<file path="config.mk">
export PLATFORM = sky130hd
export DESIGN_NAME = us_delay_counter
export DESIGN_NICKNAME = d
export VERILOG_FILES = /design/src/rtl/delay_pkg.sv /design/src/rtl/us_delay_counter.sv
export SDC_FILE = /design/constraint.sdc
export NUM_CORES = 1
export LEC_CHECK = 0
export CAP_MARGIN = 20
export CORE_AREA = 2 2 39 41
export CTS_CLUSTER_SIZE = 25
export DETAILED_ROUTE_END_ITERATION = 7
export DIE_AREA = 0 0 41 43
export GPL_ROUTABILITY_DRIVEN = 0
export GPL_TIMING_DRIVEN = 0
export HOLD_SLACK_MARGIN = 0.02
export PLACE_DENSITY_LB_ADDON = 0.3
export SYNTH_ARGS = -nofsm -noshare
export SYNTH_HDL_FRONTEND = slang
export SYNTH_SLANG_ARGS = --single-unit
</file>
<file path="constraint.sdc">
create_clock -name CLK -period 1.37 [get_ports CLK]
set_input_delay 0.274 -clock CLK [delete_from_list [all_inputs] [get_ports CLK]]
set_output_delay 0.274 -clock CLK [all_outputs]
set_load 0.005 [all_outputs]
</file>
<file path="src/rtl/delay_pkg.sv">
// -----------------------------------------------------------------------------
// delay_pkg
//
// Shared helpers for microsecond delay timers. The LCD controller and
// us_delay_counter both use these to size their delay counters.
//
//   cycles_for_us(mhz, us) : number of system-clock cycles in `us` microseconds
//                            for a clock of `mhz` MHz.
//   cnt_width(n)           : bit width of an unsigned counter that must reach n
//                            (inclusive).
// -----------------------------------------------------------------------------
package delay_pkg;

  // Cycle count of a delay. Both arguments are whole numbers, so the product
  // is exact.
  function automatic int cycles_for_us(input int mhz, input int us);
    return mhz * us;
  endfunction

  // The counter has to hold the value n itself, so size it for n+1 states.
  function automatic int cnt_width(input int n);
    return $clog2(n + 1);
  endfunction

endpackage : delay_pkg

</file>
<file path="src/rtl/us_delay_counter.sv">
// -----------------------------------------------------------------------------
// us_delay_counter
//
// Microsecond delay timer for LCD reset pulses and power-up waits. While
// `start` is held high, the timer counts system-clock cycles. Once
// CLOCK_SPEED_MHZ*US_DELAY cycles have elapsed, it raises `out` and keeps it
// high until `start` drops. Dropping `start` clears the timer completely, so
// the next assertion always starts a fresh, full-length delay.
//
// Parameters:
//   CLOCK_SPEED_MHZ : system clock frequency in MHz (>= 1)
//   US_DELAY        : delay length in microseconds (>= 1)
//
// Ports:
//   CLK       in   1   system clock, rising-edge active
//   RST_N     in   1   asynchronous active-low reset
//   start     in   1   level enable: high = run/hold the delay, low = clear
//   out       out  1   delay-elapsed flag, driven straight from a flop
//   remaining out  CW  TARGET-count, combinational
//                      (present only when US_DELAY_COUNTER_REMAINING_EN is
//                      defined)
//
// Optional feature macro: US_DELAY_COUNTER_REMAINING_EN
// -----------------------------------------------------------------------------
module us_delay_counter
  import delay_pkg::*;
#(
  parameter  int CLOCK_SPEED_MHZ = 12,
  parameter  int US_DELAY        = 2,
  localparam int TARGET          = cycles_for_us(CLOCK_SPEED_MHZ, US_DELAY),
  localparam int CW              = cnt_width(TARGET)
) (
  input  logic          CLK,
  input  logic          RST_N,
  input  logic          start,
`ifdef US_DELAY_COUNTER_REMAINING_EN
  output logic [CW-1:0] remaining,
`endif
  output logic          out
);

  // A zero-length delay is meaningless, so refuse to elaborate one.
  if (CLOCK_SPEED_MHZ < 1) begin : g_bad_clock
    $error("us_delay_counter: CLOCK_SPEED_MHZ must be >= 1");
  end
  if (US_DELAY < 1) begin : g_bad_delay
    $error("us_delay_counter: US_DELAY must be >= 1");
  end

  localparam logic [CW-1:0] TARGET_C = CW'(TARGET);
  localparam logic [CW-1:0] LAST_C   = CW'(TARGET - 1);

  logic [CW-1:0] count;

  // Counter and flag together. The counter saturates at TARGET instead of
  // wrapping, so `out` cannot fall again while start is held. `out` is set on
  // the edge at which count moves from TARGET-1 to TARGET. This makes it
  // rise after exactly TARGET edges with start high.
  always_ff @(posedge CLK or negedge RST_N) begin
    if (!RST_N) begin
      count <= '0;
      out   <= 1'b0;
    end else if (!start) begin
      count <= '0;
      out   <= 1'b0;
    end else if (count != TARGET_C) begin
      count <= count + 1'b1;
      if (count == LAST_C) begin
        out <= 1'b1;
      end
    end
  end

`ifdef US_DELAY_COUNTER_REMAINING_EN
  // Cycles still to go. This reads TARGET while idle and 0 once out is high.
  assign remaining = TARGET_C - count;
`endif

endmodule : us_delay_counter

</file>
# Word level (Yosys, flattened, before mapping)

Cells that the tools add are included.
Widths: inputs -> output; s select.

Latch bits: 0
Bits in registers: 6
Bits of input ports: 3
RAM bits: 0
Bits in read-only memories: 0
Memories kept: 0
Output and inout port bits: 1

Order comparisons: 0
Multiplexer cells: 5
Div/mod/pow operators: 0
$mul: 0
Reductions and logical operators: 1
Shift operators: 0
$add $sub $neg: 1
Bitwise operators: 0
Eq/ne operators: 4

Operators by type and width:

| cell                | number |
|---|---|
| $mux 5              | 2 |
| $add 5x1->5 const B | 1 |
| $eq 5x5->1 const B  | 1 |
| $ne 5x5->1 const B  | 1 |
| $ne 2x1->1 const B  | 2 |
| $mux 1              | 3 |
| $reduce_and 2->1    | 1 |

# Logic depth before layout (Yosys ltp)

Gate-level depths: netlist (run 1).

Depth after elaboration: 4
Mapped depth: 4
Gate-level depth less buffers: 4

# Worst setup path before layout (run 1)

OpenSTA, ideal clock, no wires.

Path kind: register -> register
From: register count[0]
To: register out
Slack: 0.312 ns
Stages on the path, launching flop included: 4
Setup time: 0.119 ns
Clock period less this slack: 1.058 ns
Required time: 1.251 ns
Arrival time: 0.939 ns
Path through: dfrtp_1 ha_1 and4b_1 o21a_1

Cells in the longest elaborated chain, start to end: 3
Elaborated cells between the ends (all ways): 5

RTL lines:

| element                                  | line                                           | text |
|---|---|---|
| start: declaration                       | us_delay_counter.sv:53                         | `logic [CW-1:0] count;` |
| start signal: assignment                 | us_delay_counter.sv:67                         | `count <= count + 1'b1;` |
| $eq 5x5->1 or $ne 5x5->1 (tied branches) | us_delay_counter.sv:68, us_delay_counter.sv:66 |  |
| $ne 2x1->1 (no line)                     | -                                              |  |
| $reduce_and 2->1 (no line) *             | -                                              |  |
| end signal: assignment                   | us_delay_counter.sv:62                         | `out <= 1'b0;` |
| end signal: assignment                   | us_delay_counter.sv:65                         | `out <= 1'b0;` |
| end signal: assignment                   | us_delay_counter.sv:69                         | `out <= 1'b1;` |
| end: declaration                         | us_delay_counter.sv:39                         | `output logic out` |

Mark *: on every way between the ends. The rest lies on a longest branch, timed or not.
A chain may end at the register's enable or synchronous reset.

# Worst setup path after layout (run 1)

Ends and elaborated chain as after synthesis.

==> run_results.csv, run 1 <==
group,metric,value,unit
floorplanning,initial_core_util,23.96,%
timing,slew_headroom,80.89,%
timing,worstMarginPinSlew,0.2857,ns
logic_synthesis,yosysSeqAreaShare,45.28,%
grt,antenna_found_initial,0,
clocking,root_buffer,"clkbuf_4",
clocking,cts_buffers,3,
layout,layout_common_cells,"6 x dfrtp_1, 5 x nand2_1, 4 x mux2i_1, 3 x nand2b_1, 3 x clkbuf_4",
grt,track_usage,9.119,%
layout,layout_commonest_cell,"dfrtp_1",
layout,fin_util,28.66,%
place,place_area,371.6,um2
drt,routedWlPerCell,11.59,um
clocking,cts_tree,"yes",
worst_setup_path,path_cells,"ha_1 -> and4b_1 -> o21a_1",
worst_setup_path,endpoint_kind,"flop",
timing,post-route-min-period,1.116,ns
timing,finalSetupViolCount,0,
timing,rsz0062_at_grt,"false",
floorplanning,die-area,0.001763,mm2
worst_hold_path,hp-class,"in -> async",
timing,whs,0.2703,ns
logic_synthesis,synth_cells,30,
worst_setup_path,rrSetupSlack,0.25,ns
drt,wl,591,um
layout,syn_to_final_growth,19.62,%
drt,dr.pass1.iters,4,
clocking,h-tree-depth,1,
grt,grt_pass1_wl,1014,um
layout,fin_cells,51,
floorplanning,fp-row-count,14,
layout,finalInstanceArea,396.6,um2
worst_setup_path,cp_max_fo,5,
timing,maxSlewViolCount,0,
drt,vias,237,
floorplanning,die_y,43,um
logic_synthesis,ys_seq_elements,6,
layout,nets,42,
clocking,clock_latency,0.25,ns
drt,ant_nets,0,
clocking,cts_hold_repair.buffers,0,
grt,grt_max_degree,11,
power_and_ir_drop,peakVddDrop,0.0005078,V
drt,drc,0,
power_and_ir_drop,p_leak,0.0002452,uW
worst_setup_path,cp.arrival,1.25,ns
timing,final.setup_skew,0.006425,ns
worst_setup_path,worstPathRequired,1.51,ns
worst_setup_path,cpPeakStageDelay,0.41,ns
clocking,cts_num_sinks,6,
grt,grt-ovfl-total,0,
clocking,clkTransAtPathRegs,0.05,ns
worst_setup_path,cp_slowest_cell,"dfrtp_1",
worst_setup_path,timing.critical_path.buf_inv,0,
grt,grt_pass1_vias,249,
layout,drive_gt1_share,14.29,%
logic_synthesis,avgSynthCellArea,11.05,um2
logic_synthesis,yosys_warnings,0,
timing,fin_crit_sh,81.43,%
timing,setup_tns,0,ns
logic_synthesis,synth.distinct_cells,13,
worst_setup_path,startpoint_type,"flop",
drt,drtIter0Drc,7,
floorplanning,fp.coreArea,0.001384,mm2
drt,via_per_inst,4.647,
worst_setup_path,path_class,"reg -> reg",
timing,max_freq,0.8964,GHz
clocking,cts_setup_buffers,0,
floorplanning,pin_count,4,
floorplanning,die_w,41,um
job,drv_cap,0,
layout,fill_cells,145,
power_and_ir_drop,power.density,1002,mW/mm2
layout,diodes,0,
logic_synthesis,synth_fp_nets,35,
worst_setup_path,path_delay_family,"flip-flops",
place,io_buffer_count,2,
clocking,clock_path_buffers,2,
logic_synthesis,syn_area,331.6,um2
status,status,"complete, no violations",
timing,final-hold-violation-count,0,
place,place_inst,48,
==> timing repair <==
action	in CTS	in global routing
gates resized for setup	0	1
hold endpoints to repair	0	0
setup endpoints to repair	0	1
==> sequential cells by signal, indices dropped and copies added (netlist names) <==
signal / cells
out: 1
count: 5
==> path summary, 6_finish.rpt <==
check                                            end  cells after the start                 start
worst max-delay path                 out$_DFFE_PN0P_                      3  count[0]$_DFFE_PN0P_
worst min-delay path            count[2]$_DFFE_PN0P_                      1                 RST_N
worst max register to register       out$_DFFE_PN0P_                      3  count[0]$_DFFE_PN0P_
worst min register to register       out$_DFFE_PN0P_                      1       out$_DFFE_PN0P_
max in group asynchronous       count[3]$_DFFE_PN0P_                      1                 RST_N
min in group CLK                     out$_DFFE_PN0P_                      2                 start
==> metal layers <==
layer	up-vias	GRT usage (%)	wire (um)
li1	113	-	-
met1	117	10.26	247
met2	7	13.75	286
met3	0	7.853	57
met4	0	0	0
met5	-	0	0
==> Yosys cell counts <==
master,count,share of area (%)
and3_1,1,1.9
nand2b_1,3,5.7
nand3_1,2,3.0
ha_1,2,7.5
nand2_1,5,5.7
mux2i_1,4,12
and4b_1,1,3.0
dfrtp_1,6,45
buf_2,1,1.5
inv_1,2,2.3
nand4b_4,1,7.2
xor2_1,1,2.6
o21a_1,1,2.3
==> final cells by class <==
| type | count | area, um2 | area share [%] |
|---|---|---|---|
| Tap cell | 16 | 20.02 | 5.047 |
| Multi-Input combinational cell | 21 | 168.9 | 42.59 |
| Timing Repair Buffer | 2 | 22.52 | 5.678 |
| Sequential cell | 6 | 150.1 | 37.85 |
| Inverter | 2 | 7.507 | 1.893 |
| Clock buffer | 3 | 22.52 | 5.678 |
| Buffer | 1 | 5.005 | 1.262 |
==> stage by stage <==
step / total power, uW / worst slack, ns
6_report: 397.4 / 0.2544
5_1_grt: 424.5 / 0.1747
4_1_cts: 402.1 / 0.002707
3_5_place_dp: 236.6 / 0.2468
3_3_place_gp: 231.8 / 0.2770
2_1_floorplan: 221.6 / 0.3120
==> kinds of logic (layout without fill, tap and decap cells) <==
family	after synthesis	after routing	share of synthesized area, %
adders and majority gates	2	2	7.546
and+or+nand+nor	13	13	26.42
muxes	4	4	12.08
xor gates and xnor gates	1	1	2.642
AOI/OAI and AO/OA	1	1	2.265
buffers and inverters	3	8	3.773
DFF	6	6	45.28
==> where the power goes <==
group	internal [uW]	switching [uW]
registers	185	9.23
clock network	99.2	65.2
logic	17.8	20.9
Note: power is estimated with default switching activity, not from simulation.
==> run 2: changes to the inputs <==
==> constraint.sdc (replaced) <==
create_clock -name CLK -period 1 [get_ports CLK]
set_input_delay 0.2 -clock CLK [delete_from_list [all_inputs] [get_ports CLK]]
set_output_delay 0.2 -clock CLK [all_outputs]
set_load 0.005 [all_outputs]
==> run_results.csv, run 2 (synthesis gave the netlist of run 1 again) <==
group,metric,value,unit
clocking,clock_latency,0.25,ns
worst_setup_path,path_delay_family,"flip-flops",
grt,grt_pass1_vias,244,
clocking,cts_tree,"yes",
timing,final-hold-violation-count,0,
layout,syn_to_final_growth,22.64,%
layout,top_register,"count",
grt,grt_max_degree,11,
place,place_inst,48,
worst_hold_path,hp-class,"in -> async",
drt,drc,0,
clocking,cts_buffers,3,
layout,layout_commonest_cell,"dfrtp_1",
layout,finalInstanceArea,406.6,um2
grt,track_usage,9.082,%
power_and_ir_drop,seq_power_share,47.7,%
timing,slew_headroom,80.52,%
power_and_ir_drop,power.density,1367,mW/mm2
clocking,clock_path_buffers,2,
timing,final.setup_skew,0.005304,ns
drt,dr.pass1.iters,4,
timing,max_freq,0.9186,GHz
power_and_ir_drop,p_leak,0.0002276,uW
layout,layout_common_cells,"6 x dfrtp_1, 5 x nand2_1, 4 x mux2i_1, 3 x nand2b_1, 3 x clkbuf_4",
status,violations,"negative setup slack",
worst_setup_path,reg2reg_depth,4,
layout,nets,43,
worst_setup_path,timing.critical_path.buf_inv,1,
floorplanning,fp.coreArea,0.001384,mm2
timing,fin_crit_sh,108.9,%
power_and_ir_drop,combPwrFrac,11.0,%
grt,grt_pass1_wl,986,um
clocking,root_buffer,"clkbuf_4",
worst_setup_path,startpoint_type,"flop",
job,drv_cap,0,
status,status,"finished, violations left",
floorplanning,die-area,0.001763,mm2
layout,diodes,0,
timing,setup_ws,-0.08867,ns
worst_setup_path,rrSetupSlack,-0.09,ns
power_and_ir_drop,power.switching,134.9,uW
place,place_area,376.6,um2
worst_setup_path,cp_slowest_cell,"dfrtp_1",
timing,rsz0062_at_grt,"true",
grt,gr-usage-met1,8.824,%
drt,wl,566,um
power_and_ir_drop,switching_share,24.27,%
timing,setup_tns,-0.2603,ns
floorplanning,fp-row-count,14,
worst_setup_path,endpoint_kind,"flop",
timing,whs,0.1987,ns
drt,via_per_inst,4.404,
grt,antenna_found_initial,0,
drt,ant_nets,0,
power_and_ir_drop,peakVddDrop,0.0005904,V
power_and_ir_drop,total_power,555.9,uW
place,io_buffer_count,2,
grt,busiest_layer,"met2",
grt,grt_util_met3,7.853,%
clocking,cts_num_sinks,6,
clocking,clkTransAtPathRegs,0.05,ns
worst_setup_path,cp.arrival,1.23,ns
layout,fin_cells,52,
clocking,h-tree-depth,1,
floorplanning,die_y,43,um
grt,grt_use_met2,13.13,%
worst_setup_path,worstPathRequired,1.14,ns
worst_setup_path,path_cells,"inv_1 -> ha_2 -> nand4b_4 -> and3_4",
floorplanning,die_w,41,um
timing,worstMarginPinSlew,0.2912,ns
worst_setup_path,cpPeakStageDelay,0.41,ns
worst_setup_path,path_class,"reg -> reg",
floorplanning,pin_count,4,
worst_setup_path,r2r_end,"count[2]$_DFFE_PN0P_",
timing,finalSetupViolCount,4,
power_and_ir_drop,power.internal,421.0,uW
layout,largest_reg_flops,5,
layout,largestRegisters,"count (5), out (1)",
worst_setup_path,r2r_start,"count[0]$_DFFE_PN0P_",
grt,grt-ovfl-total,0,
floorplanning,initial_core_util,23.96,%
layout,drive_gt1_share,27.78,%
timing,post-route-min-period,1.089,ns
worst_setup_path,cp_max_fo,4,
timing,maxSlewViolCount,0,
drt,drtIter0Drc,9,
drt,vias,229,
power_and_ir_drop,p_clk_share,41.2,%
drt,routedWlPerCell,10.88,um
place,place_hpwl,435.1,um
-- run 2: routing by layer --
metal / vias up / part of all wire, %
met5: - / 0
met4: 0 / 0
met3: 0 / 9.7
met2: 6 / 52
met1: 110 / 38
li1: 113 / -
-- run 2: power groups by stage --
stage	clock (uW)	combinational [uW]	sequential, uW
4_1_cts	237	63.7	265
3_3_place_gp	0	51.0	269
2_1_floorplan	0	38.6	267
6_report	229	61.3	265
5_1_grt	262	68.0	266
3_5_place_dp	0	56.2	269
-- run 2: layout make-up --
| cell class | count | area, um2 |
|---|---|---|
| Sequential cell | 6 | 150.1 |
| Clock buffer | 3 | 22.52 |
| Tap cell | 16 | 20.02 |
| Multi-Input combinational cell | 21 | 178.9 |
| Timing Repair Buffer | 3 | 22.52 |
| Buffer | 1 | 5.005 |
| Fill cell | 143 | 977.2 |
| Inverter | 2 | 7.507 |
-- run 2: how the worst max path moves through the flow --
stage	depth (start not counted)	start	slack, ns	endpoint
after global routing	4	count[0]$_DFFE_PN0P_	-0.14	count[2]$_DFFE_PN0P_
after CTS	4	count[0]$_DFFE_PN0P_	-0.1	count[2]$_DFFE_PN0P_
final	4	count[0]$_DFFE_PN0P_	-0.09	count[2]$_DFFE_PN0P_
after global placement	4	count[0]$_DFFE_PN0P_	-0.07	count[2]$_DFFE_PN0P_
after detailed placement	4	count[0]$_DFFE_PN0P_	-0.10	count[2]$_DFFE_PN0P_
after floorplan	4	count[0]$_DFFE_PN0P_	-0.03	count[2]$_DFFE_PN0P_
-- run 2: what timing repair did --
action                     in CTS  in global routing
setup buffers                   1                  0
pin swaps                       2                  1
hold buffers                    0                  0
resized for setup               3                  1
setup endpoints to repair       5                  6
-- run 2: stage by stage --
stage	utilization [%]	worst slack, ns
after floorplan	-	-0.03203
after global placement	27.22	-0.07090
after detailed placement	27.22	-0.1043
after CTS	29.75	-0.09609
after global routing	29.39	-0.1386
final	29.39	-0.08867
